===== config.mk =====
export PLATFORM = sky130hd
export DESIGN_NAME = dafx_gain_ramp_scheduler
export DESIGN_NICKNAME = d
export VERILOG_FILES = /design/src/rtl/dafx_gain_ramp_scheduler.sv
export SDC_FILE = /design/constraint.sdc
export NUM_CORES = 1
export LEC_CHECK = 0
export CAP_MARGIN = 10
export CORE_ASPECT_RATIO = 0.75
export CORE_MARGIN = 5
export CORE_UTILIZATION = 45
export CTS_CLUSTER_DIAMETER = 40
export DETAILED_ROUTE_END_ITERATION = 16
export PLACE_DENSITY = 0.69
export SLEW_MARGIN = 5
export SYNTH_ARGS = -nofsm -noshare
export SYNTH_HDL_FRONTEND = slang
export SYNTH_SLANG_ARGS = --single-unit

===== constraint.sdc =====
create_clock -name clk -period 11.35 [get_ports clk]
set_clock_uncertainty 0.1 [all_clocks]
set_input_delay 2.27 -clock clk [delete_from_list [all_inputs] [get_ports clk]]
set_output_delay 2.27 -clock clk [all_outputs]
set_load 0.01 [all_outputs]

===== src/rtl/dafx_gain_ramp_scheduler.sv =====
// Time-shared gain ramp engine between the control registers and the mixer.
// One channel is visited per clock in a round-robin sweep started by each
// audio sample tick, so one subtractor/comparator pair serves every channel.
// Each live gain moves toward its target by at most cr_ramp_step per sweep.
//
// state     | meaning
// ----------+-----------------------------------------------------------
// ST_IDLE   | waiting for a sample tick (or a tick held over as pending)
// ST_SWEEP  | updating channel idx, one channel per cycle
// ST_FINISH | one cycle: refresh ramp_busy, maybe pulse ramp_done
module dafx_gain_ramp_scheduler #(
    parameter int GAIN_WIDTH_C = 24,
    parameter int Q_BITS_C     = 16,
    parameter int N_CHANNELS_C = 4,
    parameter int STEP_WIDTH_C = 16
) (
    input  logic                                 clk,
    input  logic                                 rst_n,
    input  logic                                 x_sample_tick,
    input  logic                                 cr_ramp_enable,
    input  logic [STEP_WIDTH_C-1:0]              cr_ramp_step,
    input  logic [N_CHANNELS_C*GAIN_WIDTH_C-1:0] cr_target_gain,
    input  logic                                 cmd_clear_overrun,
    output logic [N_CHANNELS_C*GAIN_WIDTH_C-1:0] gain_out,
    output logic                                 ramp_busy,
    output logic                                 ramp_done,
    output logic                                 sr_tick_overrun
);

    localparam int IDX_W = (N_CHANNELS_C > 1) ? $clog2(N_CHANNELS_C) : 1;
    localparam logic [GAIN_WIDTH_C-1:0] UNITY_C =
        {{(GAIN_WIDTH_C-1){1'b0}}, 1'b1} << Q_BITS_C;
    localparam logic [IDX_W-1:0] LAST_IDX_C = IDX_W'(N_CHANNELS_C - 1);

    typedef enum logic [1:0] {
        ST_IDLE   = 2'd0,
        ST_SWEEP  = 2'd1,
        ST_FINISH = 2'd2
    } state_t;

    state_t                  state;
    logic [IDX_W-1:0]        idx;
    logic                    pending;
    logic [GAIN_WIDTH_C-1:0] gain_r [N_CHANNELS_C];

    logic [GAIN_WIDTH_C-1:0] g_cur;
    logic [GAIN_WIDTH_C-1:0] t_cur;
    logic [GAIN_WIDTH_C-1:0] step_ext;
    logic [GAIN_WIDTH_C-1:0] up_diff;
    logic [GAIN_WIDTH_C-1:0] dn_diff;
    logic [GAIN_WIDTH_C-1:0] g_next;
    logic                    all_settled;

    assign g_cur    = gain_r[idx];
    assign t_cur    = cr_target_gain[idx*GAIN_WIDTH_C +: GAIN_WIDTH_C];
    assign step_ext = GAIN_WIDTH_C'(cr_ramp_step);
    // Differences are only used on the side where they cannot wrap.
    assign up_diff  = t_cur - g_cur;
    assign dn_diff  = g_cur - t_cur;

    // Next value for the channel being visited; clamps to target instead of overshooting.
    always_comb begin
        g_next = g_cur;
        if (!cr_ramp_enable) begin
            g_next = t_cur;
        end else if (g_cur < t_cur) begin
            g_next = (up_diff <= step_ext) ? t_cur : g_cur + step_ext;
        end else if (g_cur > t_cur) begin
            g_next = (dn_diff <= step_ext) ? t_cur : g_cur - step_ext;
        end
    end

    // All-channel settled check, consumed only in ST_FINISH.
    always_comb begin
        all_settled = 1'b1;
        for (int k = 0; k < N_CHANNELS_C; k++) begin
            if (gain_r[k] != cr_target_gain[k*GAIN_WIDTH_C +: GAIN_WIDTH_C]) begin
                all_settled = 1'b0;
            end
        end
    end

    // Pack the live gains for the mixer.
    always_comb begin
        gain_out = '0;
        for (int k = 0; k < N_CHANNELS_C; k++) begin
            gain_out[k*GAIN_WIDTH_C +: GAIN_WIDTH_C] = gain_r[k];
        end
    end

    // Sequencer, per-channel gain registers, status flags and tick bookkeeping.
    always_ff @(posedge clk or negedge rst_n) begin
        if (!rst_n) begin
            state           <= ST_IDLE;
            idx             <= '0;
            pending         <= 1'b0;
            ramp_busy       <= 1'b0;
            ramp_done       <= 1'b0;
            sr_tick_overrun <= 1'b0;
            for (int k = 0; k < N_CHANNELS_C; k++) begin
                gain_r[k] <= UNITY_C;
            end
        end else begin
            ramp_done <= 1'b0;

            // A tick outside IDLE is held over once; a second one is dropped and flagged.
            if (x_sample_tick && (state != ST_IDLE) && pending) begin
                sr_tick_overrun <= 1'b1;
            end else if (cmd_clear_overrun) begin
                sr_tick_overrun <= 1'b0;
            end

            case (state)
                ST_IDLE: begin
                    if (x_sample_tick || pending) begin
                        state   <= ST_SWEEP;
                        idx     <= '0;
                        pending <= 1'b0;
                    end
                end
                ST_SWEEP: begin
                    if (x_sample_tick) pending <= 1'b1;
                    gain_r[idx] <= g_next;
                    if (idx == LAST_IDX_C) begin
                        state <= ST_FINISH;
                    end else begin
                        idx <= idx + IDX_W'(1);
                    end
                end
                ST_FINISH: begin
                    if (x_sample_tick) pending <= 1'b1;
                    ramp_busy <= ~all_settled;
                    ramp_done <= ramp_busy && all_settled;
                    state     <= ST_IDLE;
                end
                default: begin
                    state <= ST_IDLE;
                end
            endcase
        end
    end

endmodule


After elaboration in Yosys (flattened, before gate mapping)
Index checks and enable logic that the tools add are counted.
Word-level totals
  logic and storage cells: 77
  register bits: 104
  input port bits: 117
Cells by class
  reductions and logical operators: 14
  shifts and indexed selects: 1
  add/sub/neg operators: 5
  $lt $le $gt $ge: 6
  multiply operators: 1
  equal/unequal tests: 11
  mux-type cells: 27
  bitwise gates (word level): 2
Operators by type and width (count)
  $mux 24: 8
  $bwmux 96: 1
  $ne 24x24->1: 4
  $shiftx 96x8->24: 1
  $bmux 24 s2: 1
  $demux 24 s2: 1
  $le 24x16->1: 2
  $sub 24x24->24: 2
  $add 24x16->24: 1
  $gt 24x24->1: 1
  $lt 24x24->1: 1
  $sub 24x16->24: 1
  $mux 1: 9
  $mux 2: 4
  $pmux 2 s2: 2
  $reduce_bool 2->1: 4
  $ne 2x2->1 const B: 3
  $reduce_and 3->1: 2
  $eq 2x2->1 const B: 2
  $logic_and 1x1->1: 4
  $mul 2x2->4 const B: 1
  $ge 3x3->1 const B: 1
  $lt 3x1->1 const B: 1
  $not 2->3: 1
  9 further kinds: 9

Logic depth before layout (Yosys ltp)
Gate-level depths: netlist of run 1.
  word-level depth: 11
  gate-level depth with buffers: 27

Least setup slack after synthesis of run 1
Ideal clock, no wire load.
  path kind: input-to-reg
  start: input cr_target_gain[78]
  end: register gain_r, in the netlist gain_out[71]
  setup time: 142 ps
  data arrival time: 6607 ps
  cell stages on the path: 21
  slack: 4501 ps
  path through: mux4_2 inv_1 ha_1 clkbuf_1 nand2_1 a211oi_1 o21ai_0 nand2_1 a21oi_1 xnor2_1 ha_1 nand4_1 nor4_1 nor2_1 o31ai_1 o21a_1 o2111ai_1 nor3_1 mux2_2 a221oi_1 o31ai_1
Between the ends
  word-level cells in the longest chain between the ends: 8
RTL lines
  start: declaration: line 22  | input logic [N_CHANNELS_C*GAIN_WIDTH_C-1:0] cr_target_gain,
  $shiftx 96x8->24 (*): line 55  | assign t_cur = cr_target_gain[idx*GAIN_WIDTH_C +: GAIN_WIDTH_C];
  $sub 24x24->24: line 59  | assign dn_diff = g_cur - t_cur;
  $le 24x16->1: line 69  | g_next = (dn_diff <= step_ext) ? t_cur : g_cur - step_ext;
  $mux 24: line 69
  $mux 24: line 68  | end else if (g_cur > t_cur) begin
  $mux 24 (*): line 66  | end else if (g_cur < t_cur) begin
  $mux 24 (*): line 64  | if (!cr_ramp_enable) begin
  $bwmux 96 (*): line 123  | gain_r[idx] <= g_next;
  end signal: indexed assignment: line 123
  end: declaration: line 44  | logic [GAIN_WIDTH_C-1:0] gain_r [N_CHANNELS_C];
Mark *: on every way between the ends. The rest lies on a longest branch, timed or not.
A chain may end at the register's enable or synchronous reset.

Worst setup path in the final report of run 1
  start: input cr_target_gain[50]
  end: register gain_r, in the netlist gain_out[82]
Between the ends
  word-level cells in the longest chain between the ends: 8
RTL lines (line)
  $shiftx 96x8->24 (*): 55
  $sub 24x24->24: 59
  $le 24x16->1: 69
  $mux 24: 69
  $mux 24: 68
  $mux 24: 66
  $mux 24 (*): 64
  $bwmux 96 (*): 123
Marked as above.

==> results of run 1 <==
[sequential cells by signal (all words and copies together) (netlist names)]
signal,count
ramp_busy,1
state,2
idx,2
pending,1
gain_out,96
sr_tick_overrun,1
ramp_done,1
[metal layers]
layer  global-route usage (%)  part of all wire, %  vias up
met3                     9.93                   14      190
li1                         -                    -     6237
met2                     55.0                   42     1213
met5                        0                    0        -
met4                     14.1                  4.7        0
met1                     52.1                   40     7012
[cell type report]
cell class,instances,area [um^2],share of cell area [%]
multi-input cells,1267,9460,60.5
flip-flops and latches,104,2610,16.7
repair buffers,232,2280,14.6
inverters,138,518,3.31
well taps,385,482,3.08
clock buffers,10,239,1.53
clock inverters,6,57.6,0.368
[stage by stage]
step           hold slack [ps]  area, um^2  instances  utilization [%]  setup WS [ps]
2_1_floorplan              399       13000       1598                -           4500
3_3_place_gp               408       15400       2126             54.5           1870
3_5_place_dp               413       15400       2126             54.5           1870
4_1_cts                    432       15600       2142             55.5           2220
5_1_grt                    465       15600       2142             55.5           1410
6_report                   427       15600       2142             55.5           1730
[final timing paths]
path | depth (start not counted) | end | from | slack (ps)
worst max-delay path | 22 | gain_out[82] | cr_target_gain[50] | 1730
worst min-delay path | 1 | ramp_done | ramp_busy | 430
worst max register to register | 21 | gain_out[82] | idx[0] | 2980
worst min register to register | 1 | ramp_done | ramp_busy | 430
max in group asynchronous | 2 | idx[0] | rst_n | 7970
min in group asynchronous | 1 | gain_out[29] | rst_n | 1740
[cell families (layout without fill, tap and decap cells)]
group / count (synthesis) / count (layout) / synth area share, %
xor+xnor: 114 / 114 / 7.70
simple gates: 447 / 447 / 16.9
mux: 72 / 72 / 10.0
buf+inv: 227 / 386 / 6.92
compound gates: 513 / 513 / 26.4
fa+ha+maj: 121 / 121 / 11.9
flops: 104 / 104 / 20.1
[cells in the mapped netlist (all sizes together), types with 11 or more instances]
cell	number	area [um^2]
a211oi	14	105
a21o	24	180
a21oi	132	661
a31oi	66	419
and2	13	83.8
buf	26	143
clkbuf	63	236
dfrtp	100	2500
ha	117	1460
inv	137	514
mux2	12	135
mux2i	15	150
mux4	45	1010
nand2	102	385
nand3	32	160
nand4	45	282
nor2	132	503
nor3	39	195
nor4	22	138
o211ai	17	133
o21a	21	158
o21ai	80	412
o22ai	21	131
o31ai	35	263
or3	11	68.8
xnor2	88	771
xor2	26	228
==> results.md, run 1 <==
* Outcome: finished, final reports clean
* CTS Hold Bufs at 0
* Worst skew pair latency at 370 ps
* Antenna Violating Nets Remaining at 0
* Cts repair resizes at 0
* Core Area at around 28000 um^2
* RSZ-0062 raised after global routing: no
* Total of fill cells in the finished design at 2638
* Final min period at between 9000 and 10000 ps
* CTS sink cnt at about 100
* CP max stage cell: nor3_2
* Clock tree buffer depth at 2
* Worst-Margin Slew at between 1000 and 1500 ps
* Slowest Stage Delay on Critical Path at 870 ps
* DP HPWL at slightly above 50 mm
* Largest net degree at the start of global routing at between 70 and 80
* Die ar. at between 30000 and 40000 um^2
* WS Path Type: input port to flip-flop
* Synth Net Count at between 1500 and 2000
* CTS Buf Count at 9
* Mean post-synth cell area at ~8 um^2
* Router iterations before antenna repair at 6
* CTS tree: done
* Top_reg_cell synth: dfrtp_1
* Layout cell share with drive strength beyond 1 at between 7 and 8%
* DRC at 0
* Worst setup SP type: input port
* Root Buffer: clkbuf_16
* Initial antenna violation count at 0
* CP Max Fanout at 15
* Area grow syn2layout at 20.7%
* CP delay by family, top: compound AO/OA/AOI/OAI gates
* Global-route wire length before repair at 90.0 mm
* Initial Util at 46.0%
* Relative slew slack at 26.6%
* Total inserted antenna cells at 0
* Row cnt at 53
* WL/cell at around 29 um
* Post-synth EDFFs at 0
* Count of different cell masters after synthesis at 82
* Final Max Slew Viols at 0
* Vias/cell at 6.84
* Post-route setup TNS at 0 ps
* Remaining Overflow, GRT at 0
* Commonest non-fill, non-tap cell in the layout: clkdlybuf4s50_1
* Synth Instances at 1598
* CP dominant cell by count: o21ai_0
* Buffers on Ports at ~220
* IO Count at ~220
* Iteration-0 DRC count of the detailed router at about 2600
* CP Buf/Inv Count at 2
* # Post-CTS Setup Buffers at 0
* Final WL at roughly 62 mm
* Post-synth design cell area at roughly 13000 um^2
* Final setup vio count at 0
* Layout Nets at 1990
* Clk slew on worst S/H paths at approximately 80 ps
* Synth Warn # at 0
* Flops & latches, synth at roughly 100
* Peak Freq at roughly 100 MHz
* Register area share after synthesis at 20.1%
* Final hold violation count at 0
* Data required, critical path at approximately 11000 ps
* H-tree depth at 3
* Via count at about 15000
* Tcrit/Tclk final at 84.8%
* Max Cap Viol at 0
* Commonest non-fill, non-tap cells in the layout: clkdlybuf4s50_1, inv_1, a21oi_1
* Post-synth ARST share at 100%
* Die Ht at approximately 160 um
* CP Cell Sequence: clkdlybuf4s50_1 > mux2_2 > o21ai_0 > ha_1 > a21oi_1 > a211oi_1 > o21ai_0 > nand2_1 > a21oi_1 > xnor2_1 > ha_1 > nand4_1 > nor4_1 > nor2_1 > o31ai_1 > o21a_1 > o2111ai_1 > nor3_2 > buf_4 > o31ai_1 > o21ai_0 > a31oi_1
* Worst Setup End Kind: flip-flop
* Arrival time worst endpoint at approximately 10000 ps
* Vias in the first global route at between 10000 and 15000
* Gr usage total at between 30% and 40%
* Die width at 206 um
* Gp weighted congestion at around 1.0
* Hold Crit Class: flip-flop to flip-flop
Power of run 1 is not shown: default switching activity piles up to over one toggle a cycle in this logic, so the estimate is an artifact.
==> run 2, diff against run 1 <==
Clock period 11.35 ns to 9.5 ns, I/O delays scaled along.
==> results.md, run 2 (synthesis results as in run 1) <==
* H-tree depth at 3
* Relative slew slack at between 10% and 20%
* Outcome: finished, final reports clean
* Hold Crit Class: flip-flop to flip-flop
* Final Max Slew Viols at 0
* Die width at a little over 200 um
* Worst setup SP type: input port
* Final hold violation count at 0
* Total inserted antenna cells at 0
* Via count at 14511
* Crit path from: cr_target_gain[5]
* Largest net degree at the start of global routing at 62
* IO Count at ~220
* Antenna Violating Nets Remaining at 0
* Die ar. at around 32000 um^2
* Final setup vio count at 0
* Max Cap Viol at 0
* WL/cell at slightly below 30 um
* Worst skew pair latency at 370 ps
* Buffers on Ports at around 220
* Worst R2R Start: idx[0]
* Vias/cell at roughly 6.7
* CTS sink cnt at roughly 100
* Tcrit/Tclk final at 91.9%
* Gp weighted congestion at between 1 and 1.5
* CP Cell Sequence: clkdlybuf4s50_1 > mux4_2 > inv_1 > ha_1 > nand2_1 > a211oi_1 > o21ai_0 > nand2_1 > a21oi_1 > xnor2_1 > ha_1 > nand4_1 > nor4_1 > nor2_1 > o31ai_1 > o21a_1 > o2111ai_1 > nor3_2 > buf_4 > mux2_2 > a221oi_1 > o31ai_1
* Peak Freq at 115 MHz
* Data required, critical path at between 9000 and 10000 ps
* Max reg flops at 96
* WS Path Type: input port to flip-flop
* CP Max Fanout at 29
* Vias in the first global route at 13696
* CTS Buf Count at 9
* Worst Setup End Kind: flip-flop
* Global-route wire length before repair at 90.7 mm
* Area grow syn2layout at 21.2%
* Post-route setup TNS at 0 ps
* Total of fill cells in the finished design at between 2000 and 3000
* CTS tree: done
* CTS Hold Bufs at 0
* Layout Nets at around 2000
* Layout cell share with drive strength beyond 1 at roughly 7.6%
* Final min period at about 8700 ps
* Arrival time worst endpoint at approximately 9000 ps
* Slowest Stage Delay on Critical Path at roughly 800 ps
* DP HPWL at approximately 50 mm
* Clk slew on worst S/H paths at about 80 ps
* Initial antenna violation count at 0
* Commonest non-fill, non-tap cell in the layout: clkdlybuf4s50_1
* CP max stage cell: a211oi_1
* Final WL at between 60 and 70 mm
* Critical path capture point: gain_out[95]
* RSZ-0062 raised after global routing: no
* Router iterations before antenna repair at 6
* Iteration-0 DRC count of the detailed router at between 2000 and 2500
* FF-to-FF setup slack at around 1400 ps
* Remaining Overflow, GRT at 0
* Initial Util at 46.0%
* FF-to-FF End: gain_out[95]
* Clock tree buffer depth at 2
* Cts repair resizes at 0
* DRC at 0
* Gr usage total at 37.5%
* # Post-CTS Setup Buffers at 0
* Root Buffer: clkbuf_16
* Row cnt at 53
* Worst-Margin Slew at roughly 1200 ps
* Commonest non-fill, non-tap cells in the layout: clkdlybuf4s50_1, inv_1, a21oi_1
* Worst R2R Path Depth at 21
* Die Ht at 157 um
* Core Area at 28200 um^2
## run 2: changes by cell type in the layout (fill, tap and decap cells not counted), sizes merged
| cell | previous run | this run |
|---|---|---|
| buf | 18 | 26 |
## run 2: per-layer routing
metal	track usage, %	vias up	routed length, um
li1	-	6263	-
met1	52.2	6886	24600
met2	54.6	1179	25800
met3	10.7	183	8540
met4	16.0	0	3300
met5	0	-	0
## run 2: how the worst min path moves through the flow
stage	slack [ps]	to	start	cells past startpoint
after floorplan	400	sr_tick_overrun	pending	2
after global placement	390	ramp_done	ramp_busy	1
after detailed placement	400	ramp_done	ramp_busy	1
after CTS	420	ramp_done	ramp_busy	1
after global routing	460	ramp_done	ramp_busy	1
final	420	ramp_done	ramp_busy	1
## run 2: cell type report
class,instances,area (um^2),area share [%]
clock buffers,10,229,1.46
clock inverters,6,62.6,0.398
inverters,138,518,3.30
multi-input cells,1267,9460,60.3
flip-flops and latches,104,2610,16.6
well taps,385,482,3.07
repair buffers,240,2340,14.9
## run 2: critical path: cells and delay by family
family                     cells  cell delay [ps]
AOI/OAI and AO/OA              8             2780
xor gates and xnor gates       1              160
adders and majority gates      2              730
buffers and inverters          3              980
muxes                          2              990
and+or+nand+nor                6             1290
## run 2: stage by stage
step	hold WS [ps]	instances	cell area [um^2]	utilization, %	worst slack (ps)
global placement	394	2134	15400	54.7	600
finish	421	2150	15700	55.7	768
floorplan	399	1598	13000	-	2850
CTS	422	2150	15700	55.7	1020
global route	456	2150	15700	55.7	461
detailed placement	400	2134	15400	54.7	652
Power of run 2 is left out for the same reason.
